<file path="config.mk">
export PLATFORM = sky130hd
export DESIGN_NAME = msx_bus_cycle_engine_flat
export DESIGN_NICKNAME = d
export VERILOG_FILES = /design/src/rtl/msx_bus_cycle_engine_if.sv /design/src/rtl/msx_bus_cycle_engine.sv /design/src/flat_wrapper.sv
export SDC_FILE = /design/constraint.sdc
export NUM_CORES = 1
export LEC_CHECK = 0
export CAP_MARGIN = 0
export CORE_ASPECT_RATIO = 1.25
export CORE_MARGIN = 4
export CORE_UTILIZATION = 40
export CTS_CLUSTER_SIZE = 24
export DETAILED_ROUTE_END_ITERATION = 12
export PLACE_DENSITY = 0.75
export SETUP_SLACK_MARGIN = 0.3
export SLEW_MARGIN = 20
export SYNTH_ARGS = -nofsm -noshare
export SYNTH_HDL_FRONTEND = slang
export SYNTH_SLANG_ARGS = --single-unit
</file>
<file path="constraint.sdc">
create_clock -name CLK -period 2.8 [get_ports CLK]
set_input_delay 0.28 -clock CLK [delete_from_list [all_inputs] [get_ports CLK]]
set_output_delay 0.28 -clock CLK [all_outputs]
set_load 0.02 [all_outputs]
</file>
<file path="src/rtl/msx_bus_cycle_engine_if.sv">
// Host request/response handshake plus MSX slot pins, bundled for the bus cycle engine.
// master: the engine side (drives strobes, address, data and responses).
// slave: the host and slot side (drives requests, D_IN and WAIT_n).
interface msx_bus_cycle_engine_if #(
  parameter int ADDR_W = 16,
  parameter int DATA_W = 8,
  parameter int NSLOT  = 2
);
  logic              REQ_VALID;
  logic              REQ_READY;
  logic [ADDR_W-1:0] REQ_ADDR;
  logic [DATA_W-1:0] REQ_WDATA;
  logic              REQ_WR;
  logic              REQ_IO;
  logic [1:0]        REQ_SLOT;
  logic              RSP_VALID;
  logic [DATA_W-1:0] RSP_RDATA;
  logic              RSP_ERR;
  logic              MSX_CLK;
  logic [ADDR_W-1:0] A;
  logic [DATA_W-1:0] D_OUT;
  logic              D_OE;
  logic [DATA_W-1:0] D_IN;
  logic              MREQ_n;
  logic              IORQ_n;
  logic              RD_n;
  logic              WR_n;
  logic [NSLOT-1:0]  SLTSL_n;
  logic              CS1_n;
  logic              CS2_n;
  logic              CS12_n;
  logic              WAIT_n;

  modport master (
    input  REQ_VALID, REQ_ADDR, REQ_WDATA, REQ_WR, REQ_IO, REQ_SLOT, D_IN, WAIT_n,
    output REQ_READY, RSP_VALID, RSP_RDATA, RSP_ERR, MSX_CLK, A, D_OUT, D_OE,
    output MREQ_n, IORQ_n, RD_n, WR_n, SLTSL_n, CS1_n, CS2_n, CS12_n
  );

  modport slave (
    output REQ_VALID, REQ_ADDR, REQ_WDATA, REQ_WR, REQ_IO, REQ_SLOT, D_IN, WAIT_n,
    input  REQ_READY, RSP_VALID, RSP_RDATA, RSP_ERR, MSX_CLK, A, D_OUT, D_OE,
    input  MREQ_n, IORQ_n, RD_n, WR_n, SLTSL_n, CS1_n, CS2_n, CS12_n
  );
endinterface

</file>
<file path="src/rtl/msx_bus_cycle_engine.sv">
// MSX cartridge-bus master: one host request -> one Z80-style memory/I/O cycle with WAIT_n and timeout.
// Latency: accept to RSP_VALID = 3 T-states (+TW) + up to one MSX period alignment + 1 CLK.
// Backpressure: REQ_READY low from accept until the CLK after RSP_VALID; no queuing.
module msx_bus_cycle_engine #(
  parameter int ADDR_W  = 16,   // decode uses A[15:14], so ADDR_W >= 16
  parameter int DATA_W  = 8,
  parameter int NSLOT   = 2,
  parameter int CLK_DIV = 8,
  parameter int TMO_T   = 1023
) (
  input logic CLK,
  input logic RST,
  msx_bus_cycle_engine_if.master bus
);
  localparam int DIV_W  = (CLK_DIV > 2) ? $clog2(CLK_DIV) : 1;
  localparam int WCNT_W = (TMO_T > 1) ? $clog2(TMO_T + 1) : 1;
  localparam bit TMO_EN = (TMO_T != 0);

  localparam logic [2:0] S_IDLE = 3'd0;
  localparam logic [2:0] S_PEND = 3'd1;  // accepted, waiting for TICK alignment
  localparam logic [2:0] S_T1   = 3'd2;
  localparam logic [2:0] S_T2   = 3'd3;
  localparam logic [2:0] S_TW   = 3'd4;
  localparam logic [2:0] S_T3   = 3'd5;
  localparam logic [2:0] S_DONE = 3'd6;

  logic [DIV_W-1:0]  div_q, div_d;
  logic              msx_clk_q, msx_clk_d, tick;
  logic              wait_s1_q, wait_s2_q;
  logic [2:0]        state_q, state_d;
  logic              ready_q, accept;
  logic [ADDR_W-1:0] addr_q;
  logic [DATA_W-1:0] wdata_q;
  logic              wr_q, io_q;
  logic [1:0]        slot_q;
  logic [WCNT_W-1:0] wcnt_q, wcnt_d, wcnt_inc;
  logic              rsp_valid_q;
  logic [DATA_W-1:0] rdata_q, rdata_d;
  logic              err_q, err_d;
  logic [ADDR_W-1:0] a_q, a_d;
  logic [DATA_W-1:0] dout_q, dout_d;
  logic              d_oe_q, d_oe_d, strb, mem_sel, cs1, cs2;
  logic              mreq_n_q, iorq_n_q, rd_n_q, wr_n_q, cs1_n_q, cs2_n_q, cs12_n_q;
  logic [NSLOT-1:0]  sltsl_n_q, sltsl_n_d;

  assign tick      = (div_q == DIV_W'(CLK_DIV - 1));
  assign div_d     = tick ? '0 : div_q + 1'b1;
  // first half of the period low, second half high; TICK lands on the last high CLK
  assign msx_clk_d = (div_d >= DIV_W'(CLK_DIV / 2));
  assign accept    = (state_q == S_IDLE) && ready_q && bus.REQ_VALID;
  assign wcnt_inc  = wcnt_q + 1'b1;

  // MSX clock divider, free-running from reset
  always_ff @(posedge CLK or negedge RST) begin
    if (!RST) begin
      div_q     <= '0;
      msx_clk_q <= 1'b0;
    end else begin
      div_q     <= div_d;
      msx_clk_q <= msx_clk_d;
    end
  end

  // two-flop synchroniser for the asynchronous WAIT_n pin; idles released
  always_ff @(posedge CLK or negedge RST) begin
    if (!RST) begin
      wait_s1_q <= 1'b1;
      wait_s2_q <= 1'b1;
    end else begin
      wait_s1_q <= bus.WAIT_n;
      wait_s2_q <= wait_s1_q;
    end
  end

  // capture the whole request at the handshake so the host may change it afterwards
  always_ff @(posedge CLK or negedge RST) begin
    if (!RST) begin
      addr_q  <= '0;
      wdata_q <= '0;
      wr_q    <= 1'b0;
      io_q    <= 1'b0;
      slot_q  <= 2'd0;
    end else if (accept) begin
      addr_q  <= bus.REQ_ADDR;
      wdata_q <= bus.REQ_WDATA;
      wr_q    <= bus.REQ_WR;
      io_q    <= bus.REQ_IO;
      slot_q  <= bus.REQ_SLOT;
    end
  end

  // cycle sequencing: every bus-phase change waits for TICK, DONE lasts one CLK
  always_comb begin
    state_d = state_q;
    wcnt_d  = wcnt_q;
    rdata_d = rdata_q;
    err_d   = err_q;
    case (state_q)
      S_IDLE: if (accept) state_d = S_PEND;
      S_PEND: if (tick) state_d = S_T1;
      S_T1:   if (tick) begin
                state_d = S_T2;
                wcnt_d  = '0;
              end
      S_T2:   if (tick) state_d = wait_s2_q ? S_T3 : S_TW;
      S_TW:   if (tick) begin
                wcnt_d = wcnt_inc;
                // timeout is checked before WAIT_n release so it wins a tie
                if (TMO_EN && (wcnt_inc == WCNT_W'(TMO_T))) begin
                  state_d = S_DONE;
                  err_d   = 1'b1;
                  rdata_d = '1;
                end else if (wait_s2_q) begin
                  state_d = S_T3;
                end
              end
      S_T3:   if (tick) begin
                state_d = S_DONE;
                err_d   = 1'b0;
                rdata_d = wr_q ? '0 : bus.D_IN;
              end
      S_DONE: state_d = S_IDLE;
      default: state_d = S_IDLE;
    endcase
  end

  // bus pin values follow the state being entered so they change exactly on TICK
  always_comb begin
    strb    = (state_d == S_T2) || (state_d == S_TW) || (state_d == S_T3);
    mem_sel = strb && !io_q;
    cs1     = mem_sel && (addr_q[15:14] == 2'b01);
    cs2     = mem_sel && (addr_q[15:14] == 2'b10);
    d_oe_d  = wr_q && (strb || (state_d == S_T1));
    a_d     = (state_d == S_T1) ? addr_q : a_q;
    dout_d  = (state_d == S_T1) ? wdata_q : dout_q;
    sltsl_n_d = '1;
    for (int i = 0; i < NSLOT; i++) begin
      if (mem_sel && (slot_q == 2'(i))) sltsl_n_d[i] = 1'b0;
    end
  end

  // FSM, handshake and response registers
  always_ff @(posedge CLK or negedge RST) begin
    if (!RST) begin
      state_q     <= S_IDLE;
      ready_q     <= 1'b0;
      wcnt_q      <= '0;
      rsp_valid_q <= 1'b0;
      rdata_q     <= '0;
      err_q       <= 1'b0;
    end else begin
      state_q     <= state_d;
      ready_q     <= (state_d == S_IDLE);
      wcnt_q      <= wcnt_d;
      rsp_valid_q <= (state_d == S_DONE);
      rdata_q     <= rdata_d;
      err_q       <= err_d;
    end
  end

  // registered slot pins so strobes and selects never glitch
  always_ff @(posedge CLK or negedge RST) begin
    if (!RST) begin
      a_q       <= '0;
      dout_q    <= '0;
      d_oe_q    <= 1'b0;
      mreq_n_q  <= 1'b1;
      iorq_n_q  <= 1'b1;
      rd_n_q    <= 1'b1;
      wr_n_q    <= 1'b1;
      sltsl_n_q <= '1;
      cs1_n_q   <= 1'b1;
      cs2_n_q   <= 1'b1;
      cs12_n_q  <= 1'b1;
    end else begin
      a_q       <= a_d;
      dout_q    <= dout_d;
      d_oe_q    <= d_oe_d;
      mreq_n_q  <= !(strb && !io_q);
      iorq_n_q  <= !(strb && io_q);
      rd_n_q    <= !(strb && !wr_q);
      wr_n_q    <= !(strb && wr_q);
      sltsl_n_q <= sltsl_n_d;
      cs1_n_q   <= !cs1;
      cs2_n_q   <= !cs2;
      cs12_n_q  <= !(cs1 || cs2);
    end
  end

  assign bus.REQ_READY = ready_q;
  assign bus.RSP_VALID = rsp_valid_q;
  assign bus.RSP_RDATA = rdata_q;
  assign bus.RSP_ERR   = err_q;
  assign bus.MSX_CLK   = msx_clk_q;
  assign bus.A         = a_q;
  assign bus.D_OUT     = dout_q;
  assign bus.D_OE      = d_oe_q;
  assign bus.MREQ_n    = mreq_n_q;
  assign bus.IORQ_n    = iorq_n_q;
  assign bus.RD_n      = rd_n_q;
  assign bus.WR_n      = wr_n_q;
  assign bus.SLTSL_n   = sltsl_n_q;
  assign bus.CS1_n     = cs1_n_q;
  assign bus.CS2_n     = cs2_n_q;
  assign bus.CS12_n    = cs12_n_q;
endmodule
</file>
<file path="src/flat_wrapper.sv">
// flat-port wrapper written by rule: the top's interface ports become plain ports
module msx_bus_cycle_engine_flat 
#(
  parameter int ADDR_W  = 16,                                           
  parameter int DATA_W  = 8,
  parameter int NSLOT   = 2,
  parameter int CLK_DIV = 8,
  parameter int TMO_T   = 1023
)
  (CLK, RST, bus_REQ_VALID, bus_REQ_ADDR, bus_REQ_WDATA, bus_REQ_WR, bus_REQ_IO, bus_REQ_SLOT, bus_D_IN, bus_WAIT_n, bus_REQ_READY, bus_RSP_VALID, bus_RSP_RDATA, bus_RSP_ERR, bus_MSX_CLK, bus_A, bus_D_OUT, bus_D_OE, bus_MREQ_n, bus_IORQ_n, bus_RD_n, bus_WR_n, bus_SLTSL_n, bus_CS1_n, bus_CS2_n, bus_CS12_n);
  msx_bus_cycle_engine_if #(.ADDR_W(ADDR_W), .DATA_W(DATA_W), .NSLOT(NSLOT)) bus_i ();
  input logic CLK;
  input logic RST;
  input wire logic [$bits(bus_i.REQ_VALID)-1:0] bus_REQ_VALID;
  input wire logic [$bits(bus_i.REQ_ADDR)-1:0] bus_REQ_ADDR;
  input wire logic [$bits(bus_i.REQ_WDATA)-1:0] bus_REQ_WDATA;
  input wire logic [$bits(bus_i.REQ_WR)-1:0] bus_REQ_WR;
  input wire logic [$bits(bus_i.REQ_IO)-1:0] bus_REQ_IO;
  input wire logic [$bits(bus_i.REQ_SLOT)-1:0] bus_REQ_SLOT;
  input wire logic [$bits(bus_i.D_IN)-1:0] bus_D_IN;
  input wire logic [$bits(bus_i.WAIT_n)-1:0] bus_WAIT_n;
  output wire logic [$bits(bus_i.REQ_READY)-1:0] bus_REQ_READY;
  output wire logic [$bits(bus_i.RSP_VALID)-1:0] bus_RSP_VALID;
  output wire logic [$bits(bus_i.RSP_RDATA)-1:0] bus_RSP_RDATA;
  output wire logic [$bits(bus_i.RSP_ERR)-1:0] bus_RSP_ERR;
  output wire logic [$bits(bus_i.MSX_CLK)-1:0] bus_MSX_CLK;
  output wire logic [$bits(bus_i.A)-1:0] bus_A;
  output wire logic [$bits(bus_i.D_OUT)-1:0] bus_D_OUT;
  output wire logic [$bits(bus_i.D_OE)-1:0] bus_D_OE;
  output wire logic [$bits(bus_i.MREQ_n)-1:0] bus_MREQ_n;
  output wire logic [$bits(bus_i.IORQ_n)-1:0] bus_IORQ_n;
  output wire logic [$bits(bus_i.RD_n)-1:0] bus_RD_n;
  output wire logic [$bits(bus_i.WR_n)-1:0] bus_WR_n;
  output wire logic [$bits(bus_i.SLTSL_n)-1:0] bus_SLTSL_n;
  output wire logic [$bits(bus_i.CS1_n)-1:0] bus_CS1_n;
  output wire logic [$bits(bus_i.CS2_n)-1:0] bus_CS2_n;
  output wire logic [$bits(bus_i.CS12_n)-1:0] bus_CS12_n;
  assign bus_i.REQ_VALID = bus_REQ_VALID;
  assign bus_i.REQ_ADDR = bus_REQ_ADDR;
  assign bus_i.REQ_WDATA = bus_REQ_WDATA;
  assign bus_i.REQ_WR = bus_REQ_WR;
  assign bus_i.REQ_IO = bus_REQ_IO;
  assign bus_i.REQ_SLOT = bus_REQ_SLOT;
  assign bus_i.D_IN = bus_D_IN;
  assign bus_i.WAIT_n = bus_WAIT_n;
  assign bus_REQ_READY = bus_i.REQ_READY;
  assign bus_RSP_VALID = bus_i.RSP_VALID;
  assign bus_RSP_RDATA = bus_i.RSP_RDATA;
  assign bus_RSP_ERR = bus_i.RSP_ERR;
  assign bus_MSX_CLK = bus_i.MSX_CLK;
  assign bus_A = bus_i.A;
  assign bus_D_OUT = bus_i.D_OUT;
  assign bus_D_OE = bus_i.D_OE;
  assign bus_MREQ_n = bus_i.MREQ_n;
  assign bus_IORQ_n = bus_i.IORQ_n;
  assign bus_RD_n = bus_i.RD_n;
  assign bus_WR_n = bus_i.WR_n;
  assign bus_SLTSL_n = bus_i.SLTSL_n;
  assign bus_CS1_n = bus_i.CS1_n;
  assign bus_CS2_n = bus_i.CS2_n;
  assign bus_CS12_n = bus_i.CS12_n;
  msx_bus_cycle_engine #(.ADDR_W(ADDR_W), .DATA_W(DATA_W), .NSLOT(NSLOT), .CLK_DIV(CLK_DIV), .TMO_T(TMO_T)) u_core (.CLK(CLK), .RST(RST), .bus(bus_i));
endmodule
</file>
==> results of run 1 <==
[area by class of cell]
cell class,instances,area (um2)
fillers,811,4110
flip-flops and latches,91,2290
multi-input cells,188,1420
repair buffers,87,867
clock buffers,12,246
well taps,123,154
clock inverters,4,73.8
inverters,4,15.0
[synthesized netlist by cell type, drive strengths merged, types with 2 or more instances]
cell type  count  share of area
a21oi         24          0.035
inv            3         0.0030
a211oi         2         0.0040
o21ai         24          0.032
dfstp         11          0.076
ha             4          0.013
nand2         21          0.023
xor2           2         0.0046
dfrtp         80           0.53
mux2          51           0.15
nor2b          4         0.0066
clkbuf         2         0.0023
nand3b         4         0.0079
nor3b          2         0.0053
nor2          17          0.018
buf           10          0.014
nand4          2         0.0033
a31oi          2         0.0033
nand2b         3         0.0050
and2           2         0.0040
nand3          6          0.011
[routing by layer]
metal | vias up | GRT usage | share of wire
li1 | 1224 | - | -
met1 | 1305 | 0.187 | 0.42
met2 | 63 | 0.243 | 0.51
met3 | 12 | 0.0387 | 0.055
met4 | 0 | 0.0606 | 0.017
met5 | - | 0 | 0
[layout by cell type, fill, tap and decap left out, drive strengths merged, types with 2 or more instances in the layout]
cell and n:
nor3b 2, and2 2, nor2 17, ha 4, a21oi 24, nand2 21
clkinv 3, buf 3, dfstp 11, nand3b 4, nor2b 4, a31oi 2
xor2 2, mux2 51, clkdlybuf4s50 84, nand3 6, dfrtp 80, a211oi 2
nand2b 3, nand4 2, inv 3, clkbuf 12, o21ai 24, bufinv 2
[per-stage QoR]
stage,setup slack [ps],instance area (um2),cells,utilization,total power [mW]
2_1_floorplan,811,3780,295,-,3.15
3_3_place_gp,603,4740,493,0.517,3.84
3_5_place_dp,535,4740,493,0.517,3.89
4_1_cts,525,5060,509,0.552,5.20
5_1_grt,331,5070,509,0.552,5.44
6_report,527,5070,509,0.552,5.13
[sequential cells by signal, indices dropped and copies added, names as in the netlist, 2 cells and up]
signal,flops
u_core.slot_q,2
u_core.wdata_q,8
u_core.addr_q,16
u_core.div_q,3
u_core.bus.SLTSL_n,2
u_core.bus.D_OUT,8
u_core.bus.RSP_RDATA,8
u_core.wcnt_q,10
u_core.bus.A,16
u_core.state_q,3
[worst max path at each step]
stage / endpoint / slack (ps)
2_1_floorplan: u_core.bus.A[0] / 810
3_5_place_dp: u_core.bus.SLTSL_n[0] / 530
6_report: u_core.bus.SLTSL_n[0] / 530
5_1_grt: u_core.bus.A[4] / 330
3_3_place_gp: u_core.bus.SLTSL_n[0] / 600
4_1_cts: u_core.bus.SLTSL_n[0] / 530
[critical path, stage by stage, from the launching register on]
cell	delay, ps
dfrtp_1	380
ha_1	200
ha_1	330
nand2b_1	200
o22ai_1	340
a211oi_1	150
a21oi_4	240
inv_2	60
or3_1	310
[power breakdown]
group,internal (mW),switching (mW)
clock,0.806,0.474
sequential,1.81,0.293
combinational,0.973,0.775
[logic make-up (layout without fill, tap and decap cells)]
family          Yosys count  in the layout  synth area share
flops                    91             91             0.606
xor+xnor                  2              2           0.00464
mux                      51             51             0.152
buf+inv                  16            107            0.0202
compound gates           63             63             0.106
simple gates             68             68            0.0980
fa+ha+maj                 4              4            0.0132
==> results by group, run 1 <==
Timing
  – Fin Setup TNS: 0 ps
  – Slew @ Worst Pin: 817 ps
  – Endpoints failing hold: 2
  – Setup violations, final: 0
  – Final worst-path cycle share: 0.812
  – Max_slew headroom: 0.455
  – Final Max Slew Viols: 0
  – Clock Skew: 6.16 ps
  – Unrepaired setup endpoints after global routing: no
  – Min cycle time layout: 2270 ps
  – Fmax: 440 MHz
  – Final hold slack: -1.25 ps

Synth
  – Synth Instances: 295
  – EDFF count, synth: 0
  – Syn_area_per_cell: 12.8 um2
  – Synth Net Count: 339
  – Mapped Area: 3780 um2
  – Sequential area share after synthesis: 0.606
  – Syn. warnings: 0
  – Top_reg_cell synth: dfrtp_1
  – Yosys cell types: 50
  – Ys async rst share: 1.00
  – Number of synthesized register bits: 91

Global route
  – Grt total ovfl: 0
  – Vias in the first global route: 2627
  – All-layer global routing usage: 0.148
  – Largest net degree at the start of global routing: 92
  – First-pass GRT wire length: 12700 um
  – Initial antenna violation count: 0

Clock network
  – Clk pin slew, worst setup/hold paths: 60 ps
  – Clock Sink Count: 91
  – Num CTS Buffers: 9
  – Root Buffer: clkbuf_16
  – Insertion delay to the later sink of the worst-skew pair: 340 ps
  – Post_cts resized: 0
  – Post CTS Setup Buffer Count: 0
  – CTS tree: built
  – CTS H-tree lvls: 3
  – Bufs on Longest Clock Path: 2
  – Hold-fix buffers at CTS: 0

Route
  – Post-DRT Antenna Nets: 0
  – Via-to-Cell Ratio: 5.12
  – WL per Instance: 15.0 um
  – Pre-antenna DRT Iters: 4
  – Iter 0 DRT Violations: 107
  – DRC: 0
  – Final WL: 7620 um
  – Detailed-route via count: 2604

Pwr
  – Static leakage: 2.11 nW
  – Peak VDD IR: 0.770 mV
  – Power per cell area: 1010 nW/um2

Worst setup path
  – Setup crit end kind: flop
  – Critical path origin: u_core.div_q[0]
  – Critical path type: reg -> reg
  – WP data arrival: 2530 ps
  – Reg2reg end: u_core.bus.SLTSL_n[0]
  – Worst R2R Setup Slack: 530 ps
  – Worst reg2reg startpoint: u_core.div_q[0]
  – Cell count of the worst reg-to-reg path: 8
  – Crit path max fanout: 13
  – Critical path required time: 3060 ps
  – Startpoint types: flop

Floorplan
  – Core Region: 9170 um2
  – Initial Utilization: 0.412
  – Die ar.: 11100 um2
  – Die span in y: 117 um
  – Die Wd: 94.9 um
  – Ports: 86
  – Row cnt: 39

Hold path
  – Worst Hold Class: in -> async

Placement
  – PortBufs: 85
  – Dpl hpwl: 5190 um
  – RePlAce Congestion: 0.853

Final layout
  – Post-layout nets: 425
  – Antenna diode count: 0
  – Area Overhead vs Synth: 34.1%
  – Share of cells above drive strength 1: 0.228

Flow run
  – Number of max-cap violations: 0

Run status
  – Status: complete, but fails checks
  – Violated checks: negative hold slack
Power figures use the tool's default switching activity.
==> inputs of run 2 (changes only) <==
clock period = 2.1 ns   (was 2.8 ns; I/O delays follow)
==> run 2 against run 1 <==
  * Critical endpoint is now u_core.bus.D_OUT[5]
  * Clock skew up 4.6 ps
  * Sequential power up 37%
  * Non-clock buffer count up 28
  * Critical path type unchanged
  * Utilization up 6.4 points
  * Routed wire length up 15%
  * The flow now finishes without violations
  * Cell count up 5.5%
==> results by group, run 2 (synthesis results as in run 1) <==
Final layout
  – Post-layout nets: 453
  – Commonest non-fill, non-tap cells in the layout: clkdlybuf4s50_1, dfrtp_1, mux2_2, mux2_4, o21ai_0
  – Commonest non-fill, non-tap cell in the layout: clkdlybuf4s50_1
  – Non-filler cells, final: 537
  – Area Overhead vs Synth: 49.7%
  – Fin area: 5660 um2
  – Share of cells above drive strength 1: 0.357
  – Antenna diode count: 0

Worst setup path
  – Startpoint types: flop
  – Worst reg2reg startpoint: u_core.div_q[0]
  – Critical path required time: 2310 ps
  – WP data arrival: 2080 ps
  – Worst R2R Setup Slack: 230 ps
  – Setup crit end kind: flop
  – Critical path type: reg -> reg
  – Reg2reg end: u_core.bus.D_OUT[5]
  – Cell count of the worst reg-to-reg path: 9
  – Crit path max fanout: 6

Floorplan
  – Die ar.: 11100 um2
  – Initial Utilization: 0.412
  – Die span in y: 117 um
  – Ports: 86
  – Core Region: 9170 um2
  – Die Wd: 94.9 um
  – Row cnt: 39

Hold path
  – Worst Hold Class: in -> reg
  – Hold path depth: 1
  – Hold Path End: u_core.wait_s1_q
  – Hold path start: bus_WAIT_n

Route
  – DRC: 0
  – Final WL: 8780 um
  – Iter 0 DRT Violations: 106
  – Post-DRT Antenna Nets: 0
  – Detailed-route via count: 2701
  – Pre-antenna DRT Iters: 4
  – Via-to-Cell Ratio: 5.03
  – WL per Instance: 16.4 um

Timing
  – Final hold slack: 287 ps
  – Final Max Slew Viols: 0
  – Endpoints failing hold: 0
  – Max_slew headroom: 0.670
  – Slew @ Worst Pin: 495 ps
  – Setup violations, final: 0
  – Unrepaired setup endpoints after global routing: yes
  – Clock Skew: 10.7 ps
  – Fin Setup TNS: 0 ps
  – Fmax: 536 MHz
  – Setup ws final: 234 ps
  – Min cycle time layout: 1870 ps
  – Final worst-path cycle share: 0.888

Clock network
  – Num CTS Buffers: 9
  – CTS tree: built
  – Insertion delay to the later sink of the worst-skew pair: 340 ps
  – CTS H-tree lvls: 3
  – Clk pin slew, worst setup/hold paths: 60 ps
  – Root Buffer: clkbuf_16
  – Clock Sink Count: 91
  – Bufs on Longest Clock Path: 2

Global route
  – Vias in the first global route: 2835
  – Largest net degree at the start of global routing: 40
  – Met2 GRT Util: 0.294
  – Met1 Use GR: 0.203
  – Met3 Usage GRT: 0.0329
  – Initial antenna violation count: 0
  – First-pass GRT wire length: 14200 um
  – All-layer global routing usage: 0.165
  – Most Crowded Layer GR: met2
  – Grt total ovfl: 0

Placement
  – PortBufs: 85
  – Post-DP Area: 4880 um2
  – Dpl hpwl: 5640 um
  – RePlAce Congestion: 0.824
  – Pre-CTS WS: 115 ps
  – Placed Cells: 498

Pwr
  – Static leakage: 2.37 nW
  – Peak VDD IR: 0.736 mV
  – Power per cell area: 1360 nW/um2

Flow run
  – Number of max-cap violations: 0

Run status
  – Status: complete, no violations
-- run 2: cell types whose count changed in the layout (fill, tap and decap cells not counted), moves of 4 or more --
cell,before,now
ha_1,4,0
a21oi_2,0,9
dfrtp_2,0,7
a21oi_1,23,13
mux2_4,0,24
dfrtp_1,80,73
buf_4,2,20
mux2_2,49,25
-- run 2: critical path, cell delays in order (launching register included) --
cell	delay, ps
dfrtp_1	400
ha_4	170
ha_4	200
nand2_4	70
nor2_4	130
a21oi_2	60
nor2_4	150
buf_12	150
buf_12	130
mux2_4	300
-- run 2: metal layers --
layer | wire length, um | share of wire
met5 | 0 | 0
met4 | 101 | 0.012
met3 | 383 | 0.044
met2 | 4680 | 0.53
met1 | 3620 | 0.41
-- run 2: cell type report --
class / count / area, um2
fillers: 714 / 3520
flip-flops and latches: 91 / 2300
multi-input cells: 188 / 1670
repair buffers: 115 / 1190
clock buffers: 10 / 229
well taps: 123 / 154
clock inverters: 6 / 96.3
inverters: 4 / 15.0
-- run 2: per-stage QoR --
stage | power (mW) | utilization
2_1_floorplan | 4.36 | -
4_1_cts | 7.70 | 0.610
3_3_place_gp | 5.31 | 0.532
3_5_place_dp | 5.41 | 0.532
5_1_grt | 8.06 | 0.616
6_report | 7.68 | 0.616
-- run 2: how the worst max path moves through the flow --
stage	cells past startpoint	slack, ps	endpoint	start
5_1_grt	9	180	u_core.bus.D_OUT[1]	u_core.div_q[0]
3_3_place_gp	7	220	u_core.bus.RSP_RDATA[5]	u_core.wcnt_q[1]
3_5_place_dp	8	120	u_core.bus.SLTSL_n[0]	u_core.div_q[0]
6_report	9	230	u_core.bus.D_OUT[5]	u_core.div_q[0]
4_1_cts	9	260	u_core.bus.D_OUT[5]	u_core.div_q[0]
2_1_floorplan	8	300	u_core.bus.SLTSL_n[0]	u_core.div_q[0]
-- run 2: power breakdown --
| part | total (mW) | leakage [nW] | internal, mW | switching, mW |
|---|---|---|---|---|
| Clock | 1.74 | 0.155 | 1.06 | 0.684 |
| Sequential | 2.88 | 1.12 | 2.42 | 0.457 |
| Combinational | 3.07 | 1.10 | 1.83 | 1.24 |
| Total | 7.68 | 2.37 | 5.31 | 2.38 |
-- run 2: repair_timing --
item | in CTS | in global routing
hold buffers | 1 | 0
gates cloned | 4 | 0
gates resized for setup | 45 | 14
setup endpoints to repair | 46 | 49
setup buffers | 16 | 2
hold endpoints to repair | 29 | 0
pin swaps | 14 | 2
